==> config.mk <==
export PLATFORM = sky130hd
export DESIGN_NAME = ysyx_22041412_lsu
export DESIGN_NICKNAME = d
export VERILOG_FILES = /design/src/rtl/ysyx_22041412_lsu_pkg.sv /design/src/rtl/ysyx_22041412_lsu_chk.sv /design/src/rtl/ysyx_22041412_lsu.sv
export SDC_FILE = /design/constraint.sdc
export NUM_CORES = 1
export LEC_CHECK = 0
export ABC_AREA = 1
export BUFFER_PORTS_ARGS = -buffer_cell sky130_fd_sc_hd__buf_2
export CAP_MARGIN = 40
export CORE_AREA = 4 4 158 160
export CTS_CLUSTER_DIAMETER = 50
export DETAILED_ROUTE_END_ITERATION = 16
export DIE_AREA = 0 0 162 164
export PLACE_DENSITY = 0.76
export SETUP_SLACK_MARGIN = 0.02
export SYNTH_ARGS = -nofsm -noshare
export SYNTH_HDL_FRONTEND = slang
export SYNTH_SLANG_ARGS = --single-unit
==> constraint.sdc <==
create_clock -name clk -period 1.7 [get_ports clk]
set_input_delay 0.34 -clock clk [delete_from_list [all_inputs] [get_ports clk]]
set_output_delay 0.34 -clock clk [all_outputs]
set_load 0.005 [all_outputs]
==> src/rtl/ysyx_22041412_lsu_pkg.sv <==
// ysyx_22041412_lsu_pkg
//   Shared types and constants for the NPC load/store unit.
//   - lsu_state_e : FSM state encoding
//   - FAULT_*     : response fault codes
//   - LB..LWU, SB..SD : RISC-V funct3 size/sign codes
package ysyx_22041412_lsu_pkg;

  typedef enum logic [1:0] {
    ST_IDLE   = 2'd0,
    ST_ACCESS = 2'd1,
    ST_RESP   = 2'd2
  } lsu_state_e;

  localparam logic [1:0] FAULT_NONE     = 2'b00;
  localparam logic [1:0] FAULT_MISALIGN = 2'b01;
  localparam logic [1:0] FAULT_NULL     = 2'b10;
  localparam logic [1:0] FAULT_TIMEOUT  = 2'b11;

  localparam logic [2:0] LB  = 3'b000;
  localparam logic [2:0] LH  = 3'b001;
  localparam logic [2:0] LW  = 3'b010;
  localparam logic [2:0] LD  = 3'b011;
  localparam logic [2:0] LBU = 3'b100;
  localparam logic [2:0] LHU = 3'b101;
  localparam logic [2:0] LWU = 3'b110;

  localparam logic [2:0] SB  = 3'b000;
  localparam logic [2:0] SH  = 3'b001;
  localparam logic [2:0] SW  = 3'b010;
  localparam logic [2:0] SD  = 3'b011;

endpackage

==> src/rtl/ysyx_22041412_lsu_chk.sv <==
// ysyx_22041412_lsu_chk
//   Combinational pre-issue legality checker for one LSU request.
//   Ports: wen (1=store), func3, addr in; fault code out.
//   Priority: null address, then illegal funct3, then misalignment.
//   Misalignment is only detected when YSYX_22041412_LSU_ALIGN_CHECK_EN
//   is defined; otherwise unaligned accesses pass through to memory.
module ysyx_22041412_lsu_chk
  import ysyx_22041412_lsu_pkg::*;
#(
  parameter int ADDR_WIDTH = 64
) (
  input  logic                  wen,
  input  logic [2:0]            func3,
  input  logic [ADDR_WIDTH-1:0] addr,
  output logic [1:0]            fault
);

  logic legal_f3;
  logic misalign;

  always_comb begin
    legal_f3 = wen ? (func3 inside {SB, SH, SW, SD})
                   : (func3 inside {LB, LH, LW, LD, LBU, LHU, LWU});
`ifdef YSYX_22041412_LSU_ALIGN_CHECK_EN
    // Low-bit mask of the access size; 1<<3 truncates to 0 in 3 bits,
    // so the subtraction still yields 3'b111 for doublewords.
    misalign = |(addr[2:0] & ((3'b001 << func3[1:0]) - 3'b001));
`else
    misalign = 1'b0;
`endif
    if (addr == '0)     fault = FAULT_NULL;
    else if (!legal_f3) fault = FAULT_MISALIGN;
    else if (misalign)  fault = FAULT_MISALIGN;
    else                fault = FAULT_NONE;
  end

endmodule

==> src/rtl/ysyx_22041412_lsu.sv <==
// ysyx_22041412_lsu
//   Memory-stage load/store unit: single outstanding request, drives the
//   data-memory port, waits out mem_stall with a watchdog, returns a
//   response (rdata, rd, fault) to WB.
//   Ports: clk/rst (sync, active-high); req_* EX handshake in;
//   resp_* WB handshake out; mem_* memory port (registered outputs).
//   Optional macro: YSYX_22041412_LSU_ALIGN_CHECK_EN (alignment fault).
module ysyx_22041412_lsu
  import ysyx_22041412_lsu_pkg::*;
#(
  parameter int ADDR_WIDTH     = 64,
  parameter int DATA_WIDTH     = 64,
  parameter int TIMEOUT_CYCLES = 255
) (
  input  logic                  clk,
  input  logic                  rst,
  input  logic                  req_valid,
  output logic                  req_ready,
  input  logic                  req_wen,
  input  logic [2:0]            req_func3,
  input  logic [ADDR_WIDTH-1:0] req_addr,
  input  logic [DATA_WIDTH-1:0] req_wdata,
  input  logic [4:0]            req_rd,
  output logic                  resp_valid,
  input  logic                  resp_ready,
  output logic [DATA_WIDTH-1:0] resp_rdata,
  output logic [4:0]            resp_rd,
  output logic [1:0]            resp_fault,
  output logic                  mem_en,
  output logic                  mem_wen,
  output logic [2:0]            mem_func3,
  output logic [ADDR_WIDTH-1:0] mem_addr,
  output logic [DATA_WIDTH-1:0] mem_wdata,
  input  logic                  mem_stall,
  input  logic [DATA_WIDTH-1:0] mem_rdata
);

  localparam int              CNT_W   = $clog2(TIMEOUT_CYCLES + 1);
  localparam logic [CNT_W-1:0] CNT_MAX = CNT_W'(TIMEOUT_CYCLES);

  lsu_state_e            state_q, state_d;
  logic [CNT_W-1:0]      wait_cnt_q, wait_cnt_d;
  logic                  resp_valid_q, resp_valid_d;
  logic [DATA_WIDTH-1:0] resp_rdata_q, resp_rdata_d;
  logic [4:0]            resp_rd_q, resp_rd_d;
  logic [1:0]            resp_fault_q, resp_fault_d;
  logic                  mem_en_q, mem_en_d;
  logic                  mem_wen_q, mem_wen_d;
  logic [2:0]            mem_func3_q, mem_func3_d;
  logic [ADDR_WIDTH-1:0] mem_addr_q, mem_addr_d;
  logic [DATA_WIDTH-1:0] mem_wdata_q, mem_wdata_d;

  logic [1:0] chk_fault;
  logic       acc_tout, acc_done;

  ysyx_22041412_lsu_chk #(.ADDR_WIDTH(ADDR_WIDTH)) u_chk (
    .wen   (req_wen),
    .func3 (req_func3),
    .addr  (req_addr),
    .fault (chk_fault)
  );

  // Stall=0 with wait_cnt==0 is ignored: it may be the ready flag left
  // over from the previous access rather than this one completing.
  always_comb begin
    acc_tout = mem_stall && (wait_cnt_q == CNT_MAX);
    acc_done = !mem_stall && (wait_cnt_q != '0);
  end

  always_ff @(posedge clk) begin
    if (rst) begin
      state_q      <= ST_IDLE;
      wait_cnt_q   <= '0;
      resp_valid_q <= 1'b0;
      resp_rdata_q <= '0;
      resp_rd_q    <= '0;
      resp_fault_q <= FAULT_NONE;
      mem_en_q     <= 1'b0;
      mem_wen_q    <= 1'b0;
      mem_func3_q  <= '0;
      mem_addr_q   <= '0;
      mem_wdata_q  <= '0;
    end else begin
      state_q      <= state_d;
      wait_cnt_q   <= wait_cnt_d;
      resp_valid_q <= resp_valid_d;
      resp_rdata_q <= resp_rdata_d;
      resp_rd_q    <= resp_rd_d;
      resp_fault_q <= resp_fault_d;
      mem_en_q     <= mem_en_d;
      mem_wen_q    <= mem_wen_d;
      mem_func3_q  <= mem_func3_d;
      mem_addr_q   <= mem_addr_d;
      mem_wdata_q  <= mem_wdata_d;
    end
  end

  always_comb begin
    state_d = state_q;
    case (state_q)
      ST_IDLE:   if (req_valid) state_d = (chk_fault == FAULT_NONE) ? ST_ACCESS : ST_RESP;
      ST_ACCESS: if (acc_tout || acc_done) state_d = ST_RESP;
      ST_RESP:   if (resp_ready) state_d = ST_IDLE;
      default:   state_d = ST_IDLE;
    endcase
  end

  always_comb begin
    wait_cnt_d   = wait_cnt_q;
    resp_valid_d = resp_valid_q;
    resp_rdata_d = resp_rdata_q;
    resp_rd_d    = resp_rd_q;
    resp_fault_d = resp_fault_q;
    mem_en_d     = mem_en_q;
    mem_wen_d    = mem_wen_q;
    mem_func3_d  = mem_func3_q;
    mem_addr_d   = mem_addr_q;
    mem_wdata_d  = mem_wdata_q;
    case (state_q)
      ST_IDLE: if (req_valid) begin
        // rd is parked in the response register from accept onwards.
        resp_rd_d = req_rd;
        if (chk_fault != FAULT_NONE) begin
          resp_valid_d = 1'b1;
          resp_fault_d = chk_fault;
          resp_rdata_d = '0;
        end else begin
          mem_en_d    = 1'b1;
          mem_wen_d   = req_wen;
          mem_func3_d = req_func3;
          mem_addr_d  = req_addr;
          mem_wdata_d = req_wdata;
          wait_cnt_d  = '0;
        end
      end
      ST_ACCESS: begin
        if (acc_tout || acc_done) begin
          // Drop the port in the same edge so the access is not re-issued.
          mem_en_d     = 1'b0;
          mem_wen_d    = 1'b0;
          mem_func3_d  = '0;
          mem_addr_d   = '0;
          mem_wdata_d  = '0;
          resp_valid_d = 1'b1;
          resp_fault_d = acc_tout ? FAULT_TIMEOUT : FAULT_NONE;
          resp_rdata_d = (acc_tout || mem_wen_q) ? '0 : mem_rdata;
        end else if (wait_cnt_q != CNT_MAX) begin
          wait_cnt_d = wait_cnt_q + CNT_W'(1);
        end
      end
      ST_RESP: if (resp_ready) resp_valid_d = 1'b0;
      default: ;
    endcase
  end

  assign req_ready  = (state_q == ST_IDLE) && !rst;
  assign resp_valid = resp_valid_q;
  assign resp_rdata = resp_rdata_q;
  assign resp_rd    = resp_rd_q;
  assign resp_fault = resp_fault_q;
  assign mem_en     = mem_en_q;
  assign mem_wen    = mem_wen_q;
  assign mem_func3  = mem_func3_q;
  assign mem_addr   = mem_addr_q;
  assign mem_wdata  = mem_wdata_q;

endmodule

==> run_results.csv <==
group,metric,value,unit
timing,finalSetupViolations,211,
timing,max-slew-margin-rel,0.692,
logic_synthesis,syn-mean-instance-area,7.97,sq um
layout,finalNetCount,1840,
timing,rsz0062_at_grt,"true",
clocking,cts_buffer_depth,3,
global_route,grtUsageTotal,0.236,
clocking,h-tree-depth,1,
global_route,grt_max_degree,74,
run_status,status,"complete, but fails checks",
routing,routed_wl,35500,microns
worst_setup_path,crit_arrival,2410,ps
pwr,power.density,1460,mW/mm^2
routing,vias,9892,
die,die_h,164,microns
global_route,grt_pass1_vias,9551,
logic_synthesis,synthCells,1091,
worst_setup_path,worstSetupPathType,"flop to flop",
timing,finalHoldViolCount,0,
timing,post-route-period-util,1.19,
routing,drtIter0Drc,810,
clocking,clock_latency,520,ps
worst_setup_path,start_kind,"flop",
clocking,root_buffer,"clkbuf_16",
logic_synthesis,syn_nets,1299,
logic_synthesis,seq_area_frac_synth,0.495,
logic_synthesis,synth-warning-count,0,
clocking,clk_pin_slew,60,ps
placement,dpl.hpwl,22700,microns
worst_setup_path,cp.required,2090,ps
layout,area_delta_synth_final,61.4,%
global_route,grt_pass1_wl,50700,microns
die,rows,56,
job,maxCapViolCount,0,
timing,skew,15.7,ps
placement,finalWeightedCongestion,0.920,
die,coreArea,0.0234,sq mm
logic_synthesis,synth_top_cell_by_area,"dfxtp_1",
placement,portBuffers,411,
routing,wl_per_cell,18.0,microns
timing,drv_slew,0,
layout,num_antenna_cells,0,
placement,dp.cells,1882,
die,dieArea,0.0266,sq mm
routing,avgViaCountPerCell,5.03,
run_status,violations,"setup timing",
timing,period_minus_slack,2020,ps
clocking,tritoncts,"done",
pwr,peakVddDrop,0.898,mV
routing,ant_nets,0,
clocking,hold_buffers,0,
die,die_w,162,microns
timing,clock.fmax,495,MHz
pwr,total_power,20.5,mW
die,start_util,0.371,
hold_path,hold_path.class,"input pin to flop",
layout,n_fill_cell,2019,
routing,drc,0,
clocking,cts_buffers,27,
pwr,p_leak,6.42,nW
timing,setup_slack,-322,ps
routing,first_pass_iters,5,
layout,fin_cells,1967,
layout,layout-drive-gt1-share,0.524,
worst_setup_path,worst_setup_path_end_kind,"flop",
logic_synthesis,yosysTopAreaCellShare,0.495,
timing,worst_pin_slew,458,ps
die,num_io_pins,412,
worst_setup_path,path_max_fanout,8,
logic_synthesis,synth-seq-cells,215,
logic_synthesis,synth_area,0.00869,sq mm
clocking,cts.sinks,215,
global_route,grt-ovfl-total,0,
logic_synthesis,ys_types,27,
global_route,antenna_found_initial,0,
logic_synthesis,synth_area_leaders,"dfxtp_1, nand2_1, a21oi_1",
-- synth_stat cells --
| cell | n |
|---|---|
| a21o_1 | 1 |
| a21oi_1 | 144 |
| a21oi_2 | 61 |
| buf_2 | 19 |
| buf_4 | 14 |
| buf_6 | 3 |
| buf_8 | 6 |
| clkbuf_1 | 38 |
| dfxtp_1 | 215 |
| ha_1 | 2 |
| inv_1 | 19 |
| inv_2 | 8 |
| nand2_1 | 324 |
| nand2_2 | 59 |
| nand2_4 | 1 |
| nand3_1 | 10 |
| nand3_2 | 4 |
| nand3b_1 | 1 |
| nand4_1 | 70 |
| nor2_1 | 74 |
| nor2_2 | 4 |
| nor2_8 | 1 |
| nor3_1 | 1 |
| nor3_2 | 1 |
| o21ai_0 | 9 |
| o21bai_1 | 1 |
| xor2_1 | 1 |
-- state kept, by name, indices dropped and copies added (netlist names) --
register	count
mem_addr	64
mem_wdata	64
resp_rdata	64
wait_cnt_q	8
resp_rd	5
mem_func3	3
resp_fault	2
state_q	2
mem_en	1
mem_wen	1
resp_valid	1
-- placed cells by master, fill, tap and decap left out, drive strengths merged --
cell	instances
buf	583
nand2	384
dfxtp	215
a21oi	205
nor2	80
nand4	70
clkbuf	38
inv	33
nand3	14
o21ai	9
clkinv	5
ha	2
bufinv	2
nor3	2
o21bai	1
a21o	1
xor2	1
nand3b	1
clkinvlp	1
bufbuf	1
-- what timing repair did --
item | CTS | global route
gates cloned | 11 | 8
resized for setup | 96 | 58
pin swaps | 19 | 18
setup endpoints to repair | 210 | 211
buffers inserted | 18 | 4
-- report_power, final --
group          switching (mW)  internal (mW)  total, mW
combinational            4.53           4.13       8.66
clock                    2.27           3.27       5.54
sequential              0.480           5.87       6.35
-- through the flow --
stage,setup WS [ps],TNS [ps],area [sq um],hold WS [ps],util
2_1_floorplan,23.8,0,8720,455,-
3_3_place_gp,-543,-88030,11900,446,0.509
3_5_place_dp,-625,-102150,11900,449,0.509
4_1_cts,-283,-43300,13600,25.6,0.582
5_1_grt,-411,-69460,14000,54.4,0.600
6_report,-322,-48320,14000,44.1,0.600
-- layer usage --
layer	share of wire	up-vias	routed length [microns]	track usage
met5	0	-	0	0
met4	0.037	0	1320	0.0961
met3	0.076	102	2690	0.0497
met1	0.37	4663	13300	0.274
met2	0.51	436	18200	0.425
li1	-	4691	-	-
-- worst paths after layout --
path | from | end | slack, ps | cells past startpoint
setup / recovery | wait_cnt_q[0] | resp_rdata[24] | -320 | 13
hold / removal | req_rd[2] | resp_rd[2] | 40 | 3
setup reg to reg | wait_cnt_q[0] | resp_rdata[24] | -320 | 13
hold reg to reg | mem_wdata[57] | mem_wdata[57] | 460 | 2
-- final cells by class --
type,count,area [sq um],area share
clock inverter,14,173,0.0123
sequential,215,4310,0.307
multi-input combinational,770,4240,0.302
inverter,27,106,0.00758
timing repair buffer,591,4110,0.293
clock buffer,31,691,0.0492
tap,319,399,0.0284
-- worst max-delay path: stages, from the launching register on --
cell and delay (ps):
dfxtp_4 370, ha_4 150, nand2_4 50, nor2_4 120
nand3_2 100, nand3_2 110, nand2_4 70, buf_6 120
nor2_4 120, nand3_4 190, buf_12 200, buf_16 160
nand2_4 80, a21oi_2 50
-- cells by family after synthesis --
logic type | after synthesis | share of synthesized area
buffers and inverters | 107 | 0.0654
AO/OA/AOI/OAI | 216 | 0.151
AND/OR/NAND/NOR | 550 | 0.284
flip-flops | 215 | 0.495
adder cells (fa/ha/maj) | 2 | 0.00288
XOR/XNOR | 1 | 0.00101
No activity file was read; power rests on OpenSTA's default activity.
